--- src/rtl/hvac_zone_scheduler.sv ---
// Round-robin scheduler sharing one heat/cool plant between ZONES zones, with minimum run and dwell.
// Optional preemption after MAX_RUN cycles is enabled by defining HVAC_PREEMPT_EN.
module hvac_zone_scheduler #(
    parameter int ZONES    = 4,
    parameter int TW       = 5,
    parameter int LOW      = 18,
    parameter int HIGH     = 22,
    parameter int SETPOINT = 20,
    parameter int MIN_RUN  = 8,
    parameter int MAX_RUN  = 32,
    parameter int DWELL    = 4
) (
    input  logic                  clk,
    input  logic                  rst,
    input  logic [ZONES*TW-1:0]   temperature,
    input  logic [ZONES-1:0]      zone_en,
    output logic                  heating,
    output logic                  cooling,
    output logic [ZONES-1:0]      grant,
    output logic                  busy
);

    localparam int PW   = (ZONES > 1) ? $clog2(ZONES) : 1;
    localparam int CMAX = (MAX_RUN > DWELL) ? MAX_RUN : DWELL;
    localparam int CW   = $clog2(CMAX + 1);

    localparam logic [TW-1:0] LOW_T      = TW'(LOW);
    localparam logic [TW-1:0] HIGH_T     = TW'(HIGH);
    localparam logic [TW-1:0] SETPOINT_T = TW'(SETPOINT);
    localparam logic [CW-1:0] MIN_RUN_C  = CW'(MIN_RUN);
    localparam logic [CW-1:0] DWELL_C    = CW'(DWELL);
`ifdef HVAC_PREEMPT_EN
    localparam logic [CW-1:0] MAX_RUN_C  = CW'(MAX_RUN);
`endif

    typedef enum logic [1:0] {ST_IDLE, ST_HEAT, ST_COOL, ST_DWELL} state_t;

    state_t          state, next_state;
    logic [PW-1:0]   rr_ptr, next_rr;
    logic [CW-1:0]   run_cnt, next_run;
    logic [CW-1:0]   dwell_cnt, next_dwell;
    logic [ZONES-1:0] next_grant;

    logic [TW-1:0]   zone_temp [ZONES];
    logic [ZONES-1:0] heat_req, cool_req, demand;
    logic            found;
    logic [PW-1:0]   pick;
    logic            satisfied;
    logic            release_run;

    always_comb begin
        for (int i = 0; i < ZONES; i++) begin
            zone_temp[i] = temperature[i*TW +: TW];
            heat_req[i]  = zone_en[i] && (zone_temp[i] < LOW_T);
            cool_req[i]  = zone_en[i] && (zone_temp[i] > HIGH_T);
        end
        demand = heat_req | cool_req;
    end

    // rr_ptr holds the last granted zone, so the search starts just past it.
    always_comb begin
        found = 1'b0;
        pick  = rr_ptr;
        for (int k = 1; k <= ZONES; k++) begin
            if (!found && demand[(int'(rr_ptr) + k) % ZONES]) begin
                found = 1'b1;
                pick  = PW'((int'(rr_ptr) + k) % ZONES);
            end
        end
    end

    always_comb begin
        satisfied = (state == ST_HEAT) ? (zone_temp[rr_ptr] >= SETPOINT_T)
                                       : (zone_temp[rr_ptr] <= SETPOINT_T);
        release_run = (run_cnt >= MIN_RUN_C) && (satisfied || !zone_en[rr_ptr]);
`ifdef HVAC_PREEMPT_EN
        if ((run_cnt >= MAX_RUN_C) && |(demand & ~(ZONES'(1) << rr_ptr)))
            release_run = 1'b1;
`endif
    end

    always_comb begin
        next_state = state;
        next_rr    = rr_ptr;
        next_run   = run_cnt;
        next_dwell = dwell_cnt;
        next_grant = '0;
        case (state)
            ST_IDLE: begin
                if (found) begin
                    next_state = heat_req[pick] ? ST_HEAT : ST_COOL;
                    next_grant = ZONES'(1) << pick;
                    next_rr    = pick;
                    next_run   = CW'(1);
                end
            end
            ST_HEAT, ST_COOL: begin
                next_grant = grant;
                if (run_cnt != '1)
                    next_run = run_cnt + 1'b1;
                if (release_run) begin
                    next_state = ST_DWELL;
                    next_grant = '0;
                    next_dwell = CW'(1);
                end
            end
            ST_DWELL: begin
                if (dwell_cnt >= DWELL_C)
                    next_state = ST_IDLE;
                else
                    next_dwell = dwell_cnt + 1'b1;
            end
            default: next_state = ST_IDLE;
        endcase
    end

    // Outputs are decoded from next_state so they change on the same edge as the state.
    always_ff @(posedge clk or posedge rst) begin
        if (rst) begin
            state     <= ST_IDLE;
            rr_ptr    <= PW'(ZONES - 1);
            run_cnt   <= '0;
            dwell_cnt <= '0;
            heating   <= 1'b0;
            cooling   <= 1'b0;
            grant     <= '0;
            busy      <= 1'b0;
        end else begin
            state     <= next_state;
            rr_ptr    <= next_rr;
            run_cnt   <= next_run;
            dwell_cnt <= next_dwell;
            heating   <= (next_state == ST_HEAT);
            cooling   <= (next_state == ST_COOL);
            grant     <= next_grant;
            busy      <= (next_state != ST_IDLE);
        end
    end

endmodule

--- config.mk ---
export PLATFORM = sky130hd
export DESIGN_NAME = hvac_zone_scheduler
export DESIGN_NICKNAME = d
export VERILOG_FILES = /design/src/rtl/hvac_zone_scheduler.sv
export SDC_FILE = /design/constraint.sdc
export NUM_CORES = 1
export LEC_CHECK = 0
export CAP_MARGIN = 20
export CORE_UTILIZATION = 55
export CTS_CLUSTER_SIZE = 24
export DETAILED_ROUTE_END_ITERATION = 7
export PLACE_DENSITY = 0.83
export SLEW_MARGIN = 10
export SYNTH_ARGS = -nofsm -noshare
export SYNTH_HDL_FRONTEND = slang
export SYNTH_SLANG_ARGS = --single-unit
--- constraint.sdc ---
create_clock -name clk -period 7.3 [get_ports clk]
set_clock_uncertainty 0.1 [all_clocks]
set_input_delay 1.46 -clock clk [delete_from_list [all_inputs] [get_ports clk]]
set_output_delay 1.46 -clock clk [all_outputs]
set_load 0.02 [all_outputs]
## Word level (Yosys, flattened, before mapping)

Index checks and enable logic that the tools add are counted.

- Register bits: 23
- Bits in latches: 0
- Memory bits (writable): 0
- Bits in read-only memories: 0
- Input bits: 26
- Word-level logic and storage cells: 121
- Memories: 0

- $add $sub $neg: 6
- Multiply operators: 0
- Divide/modulo/power cells: 0
- Order comparisons: 19
- Eq/ne operators: 10
- Shift operators: 1
- Mux-type cells: 42
- Bitwise gates (word level): 6
- Reduce and logical (&&, ||, !) cells: 29

Operators with widths:

| operator | count |
|---|---|
| $mux W6 | 4 |
| $pmux W6 S2 | 2 |
| $gt A5 B5 Y1 const B | 4 |
| $lt A5 B5 Y1 const B | 4 |
| $lt A3 B4 Y1 const B | 4 |
| $mux W2 | 8 |
| $mux W1 | 15 |
| $add A6 B1 Y6 const B | 2 |
| $bmux W1 S2 | 6 |
| $logic_and A1 B1 Y1 | 12 |
| $bmux W5 S2 | 1 |
| $mux W5 | 2 |
| $reduce_or A2 Y1 | 5 |
| $mux W4 | 2 |
| $ne A2 B2 Y1 const B | 4 |
| $pmux W4 S2 | 1 |
| $eq A2 B2 Y1 const B | 3 |
| $ge A6 B3 Y1 const B | 1 |
| $ge A6 B4 Y1 const B | 1 |
| $lt A2 B3 Y1 const B | 2 |
| $ne A6 B6 Y1 const B | 1 |
| $pmux W2 S3 | 1 |
| $reduce_and A3 Y1 | 2 |
| $reduce_bool A2 Y1 | 3 |
| 14 further kinds | 23 |

## Longest topological paths before layout

- Depth in word-level cells: 22
- Depth in mapped cells: 10
- Depth with buffers taken out: 8

## Least setup slack after synthesis

No wires, ideal clock.

- Kind: input -> register
- Start point: input temperature[17]
- End point: register dwell_cnt[0]
- Arrival: 2.962 ns
- Path slack: 4.113 ns
- Stages: 7
- Path buffers: 1
- Cell sequence: mux4_2 > o21a_1 > a21oi_2 > a21oi_2 > o22ai_2 > buf_6 > mux2_4

- Longest elaborated chain between the ends: 9

Ends and longest elaborated chain:

| item | line | text |
|---|---|---|
| start, declared | 15 | `input logic [ZONES*TW-1:0] temperature,` |
| $bmux W5 S2 * | 73, 74 |  |
| $mux W5 (implied by the code) * (2 in a row) | 73, 74 |  |
| $le A5 B5 Y1 / $ge A5 B5 Y1 (equally long branches) | 74, 73 |  |
| $mux W1 * | 73 | `satisfied = (state == ST_HEAT) ? (zone_temp[rr_ptr] >= SETPOINT_T)` |
| $logic_or A1 B1 Y1 * | 75 | `release_run = (run_cnt >= MIN_RUN_C) && (satisfied \|\| !zone_en[rr_ptr]);` |
| $logic_and A1 B1 Y1 * | 75 |  |
| $ne A2 B2 Y1 (no line) * | -- |  |
| $reduce_and A3 Y1 (no line) * | -- |  |
| end signal, assigned | 132 | `dwell_cnt <= next_dwell;` |
| end, declared | 41 | `logic [CW-1:0] dwell_cnt, next_dwell;` |

Mark *: on every way between the ends. The rest lies on a longest branch, timed or not. The select of a mux whose other input is x is not followed.
A chain may end at the register's enable or synchronous reset.

## Worst setup path in the final report

- Start point: input temperature[17]
- End point: register state[1]

- Longest elaborated chain between the ends: 21

Ends and longest elaborated chain:

| item | line | text |
|---|---|---|
| $lt A5 B5 Y1 / $gt A5 B5 Y1 (equally long branches) | 54, 55 |  |
| $logic_and A1 B1 Y1, on equally long branches | 54, 55 |  |
| $or A4 B4 Y4 | 57 | `demand = heat_req \| cool_req;` |
| $bmux W1 S2 | 65 | `if (!found && demand[(int'(rr_ptr) + k) % ZONES]) begin` |
| $mux W1 (implied by the code) (2 in a row) | 65 |  |
| $mux W1 | 65 |  |
| $logic_not A1 Y1 | 65 |  |
| $logic_and A1 B1 Y1 | 65 |  |
| (+5 left out) | -- |  |
| $logic_and A1 B1 Y1 | 65 |  |
| $mux W2 | 65 |  |
| $bmux W1 S2 | 91 | `next_state = heat_req[pick] ? ST_HEAT : ST_COOL;` |
| $mux W1 (implied by the code) | 91 |  |
| $mux W2 | 91 |  |
| $mux W2 | 90 | `if (found) begin` |
| $pmux W2 S3 * | 88 | `case (state)` |
| net next_state[1] | 38 | `state_t state, next_state;` |
| end signal, assigned | 129 | `state <= next_state;` |
| end, declared | 38 |  |

The timed path passes the listed nets; every way through them passes the cells marked *. The select of a mux whose other input is x is not followed.

==> results.md <==
- 1st-iter DRT viols: 65
- Class of the tightest hold or removal check: reg -> reg
- Family with the most delay on the worst path: simple AND/OR/NAND/NOR gates
- Number of diodes added for antenna fixing: 0
- Sum of negative setup slack: 0 ns
- Core Box Area: approximately 2800 sq um
- Slack of the worst reg-to-reg path: between 4 and 5 ns
- Count of input and output buffers: 32
- Worst flop-to-flop path endpoint: heating$_DFF_PP0_
- Min cycle time layout: roughly 3.8 ns
- EDFF count, synth: 0
- Top-Level Pins: 33
- Most used cell along the critical path: nand3_1
- Final setup viols: 0
- Clock tree from TritonCTS: done
- Worst-path cell with the longest stage delay: o41ai_1
- Arrival @ worst endpoint: 3.93 ns
- Proportion of synthesized chip area in sequential cells: a little over a third
- Metal3 WL: 200 um
- Sum of met2 wire segment lengths after detailed routing: between 2000 and 2500 um
- Series of cell instances along the critical path: clkdlybuf4s50_1, and3_1, o41ai_1, o2bb2ai_1, mux2i_1, nand3_1, or3_1, nand3_1
- Setup crit end kind: flip-flop
- CP startpoint kind: primary input
- Wire length of the first global-routing pass: roughly 6700 um
- Ratio of routed vias to standard cells: roughly 6.2
- Fraction of registers with async set/reset: between 90% and 100%
- Average size of a mapped cell: ~9.1 sq um
- Area Overhead vs Synth: 20.41%
- Post CTS Setup Buffer Count: 0
- Library cells used by synthesis: between 40 and 50
- Wire length after detailed routing: approximately 3900 um
- Path depth of the worst reg2reg path: 6
- Instance count along the most critical hold path: 1
- Final weighted congestion in routability-driven placement: 0.8972
- Largest net degree at the start of global routing: 24
- Worst path buffer plus inverter count: 1
- Cts bufs inserted: 3
- Netlist area before placement: 1643 sq um
- Drt wl/cell: between 15 and 20 um
- Headroom to the max-slew limit: about two fifths
- Setup repair after global routing missed its margin: false
- Effective utilization at floorplan: 59.06%
- Count of TritonRoute iterations in the first routing pass: 4
- Outcome: complete, no violations
- Clk buf depth: 2
- Ratio of cells with drive above 1 in the final layout: ~7.5%
- Crit Path Class: in -> reg
- Number of standard cells after synthesis: around 180
- Number of gates resized after CTS: 0
- Number of antenna violations at the first check in global routing: 0
- Final #Nets: approximately 250
- Total nets after synthesis: between 200 and 250
- Cell Pwr Density: 327.0 nW/um^2
- Final HPWL DP: ~3200 um
- Placement Rows: 19
- Peak supply drop: ~290 uV
- Number of global-route vias before repair: roughly 1.5k
- Transition time of the tightest slew-check pin: 0.8743 ns
- GRT Total Usage: between 20% and 30%
- Remaining antenna violation count after routing: 0
- Chip Height: around 57 um
- Register bit total from synthesis: 23
- Top routing layer used: met4
- Die X-Extent: 56.66 um
- CP startpoint: temperature[17]
- Register clock-pin slew on the reported worst setup and hold paths: 0.13 ns
- Worst Hold End: dwell_cnt[5]$_DFFE_PP0P_
- Largest fanout on the critical path: 5
- Die Area: 3210 sq um
- Maximum frequency from static timing analysis: between 200 and 300 MHz
- Drt drc: 0
- Number of sinks driven by the clock tree: 23
- Number of buffers inserted by hold repair at cts: 0
- Startpoint of the most critical hold path: dwell_cnt[5]$_DFFE_PP0P_
- Area fraction of the dominant cell type after synthesis: 31.99%
- Maximum level of the CTS H-tree: 1
- Clk_lat worst skew: 0.32 ns
- Pins over their slew limit: 0
- Commonest cells in the netlist: dfrtp_1 (21), nor2_1 (17), nand2_1 (16)
- Via count: approximately 1.5k
- Library cell occupying the most area in the post-synthesis netlist: dfrtp_1
- Required arrival time at the worst endpoint: 7.46 ns
- Root buffer selected by CTS: clkbuf_4
- Final Hold Viols: 0
- Count of warnings emitted by yosys: 0
- Slowest cell delay on critical path: 0.72 ns
- Portion of the clock cycle consumed by the worst path in the final layout: 51.61%
- Sum of overflow across all layers after global routing: 0
- Count of max-cap constraint violations: 0
- Worst R2R Start: rr_ptr[1]$_DFFE_PP1P_
- Primary flip-flop cell chosen by synthesis mapping: dfrtp_1
- Leakage Power: slightly below 0.9 nW
- Total routed wire length on the met1 layer: between 1500 and 2000 um
- Final total power: 646.9 uW
- Leading cell type by number of instances after synthesis: dfrtp_1
- Top area cells in the synthesized netlist: dfrtp_1 (32%), ha_1 (5.3%), nand3_1 (4.3%)
[registers in the layout (all words and copies together), names as in the netlist]
signal     flops
busy           1
rr_ptr         2
heating        1
state          2
grant          4
cooling        1
run_cnt        6
dwell_cnt      6
[cell families (layout without fill, tap and decap cells)]
family	after synthesis	count (layout)	synth area share (%)
AO/OA/AOI/OAI	46	46	21.17
XOR/XNOR	4	4	2.132
adder cells (fa/ha/maj)	7	7	5.331
buffers and inverters	19	50	6.321
flip-flops	23	23	35.19
multiplexers	6	6	7.235
AND/OR/NAND/NOR	76	76	22.62
[through the flow]
stage	util (%)	area (sq um)	setup WS (ns)	hold WS, ns	cells
4_1_cts	71.12	1978	3.555	0.4069	243
6_report	71.12	1978	3.533	0.4105	243
2_1_floorplan	-	1643	4.113	0.3614	181
5_1_grt	71.12	1978	3.364	0.4204	243
3_3_place_gp	70.13	1951	3.293	0.3661	239
3_5_place_dp	70.13	1951	3.209	0.3801	239
[worst max path at each step]
stage	to	slack, ns	depth (start not counted)
3_5_place_dp	state[1]$_DFF_PP0_	3.21	8
4_1_cts	state[1]$_DFF_PP0_	3.56	8
6_report	state[1]$_DFF_PP0_	3.53	8
3_3_place_gp	cooling$_DFF_PP0_	3.29	8
2_1_floorplan	dwell_cnt[0]$_DFFE_PP0P_	4.11	7
5_1_grt	state[1]$_DFF_PP0_	3.36	8
[layer usage]
layer  up-vias  track usage (%)
met1       726            31.67
met5         -                0
met4         0            7.666
met2        47            48.40
li1        730                -
met3         8            5.991
[power by group]
part,switching [mW],internal [mW],leakage [nW]
clock,0.0381,0.0205,0.0177
combinational,0.208,0.157,0.554
sequential,0.0523,0.171,0.293
total,0.298,0.349,0.866
[cell type report]
type | instances | area [sq um]
multi-input cells | 139 | 960.9
fillers | 223 | 803.3
flip-flops and latches | 23 | 578.1
repair buffers | 32 | 320.3
inverters | 14 | 52.55
well taps | 31 | 38.79
clock buffers | 3 | 22.52
clock inverters | 1 | 5.005
[layout by cell type (no fill, tap or decap), types with 2 or more instances in the layout]
master / instances
a2bb2oi_1: 2
inv_1: 14
dfstp_2: 2
a21oi_1: 6
o22ai_1: 2
clkbuf_4: 3
nor4b_1: 2
and3_1: 5
o41a_1: 2
o21ai_0: 10
o41ai_1: 3
or3_1: 2
nand2_1: 16
xor2_1: 4
o31ai_1: 4
and2_1: 2
nor4_1: 2
mux4_2: 3
nand3_1: 14
nor3_1: 9
nor2_1: 17
o22a_1: 4
o21bai_1: 2
dfrtp_1: 21
clkdlybuf4s50_1: 32
a21oi_2: 2
nand4_1: 2
o21a_1: 3
ha_1: 7
Note: power is estimated with default switching activity, not from simulation.
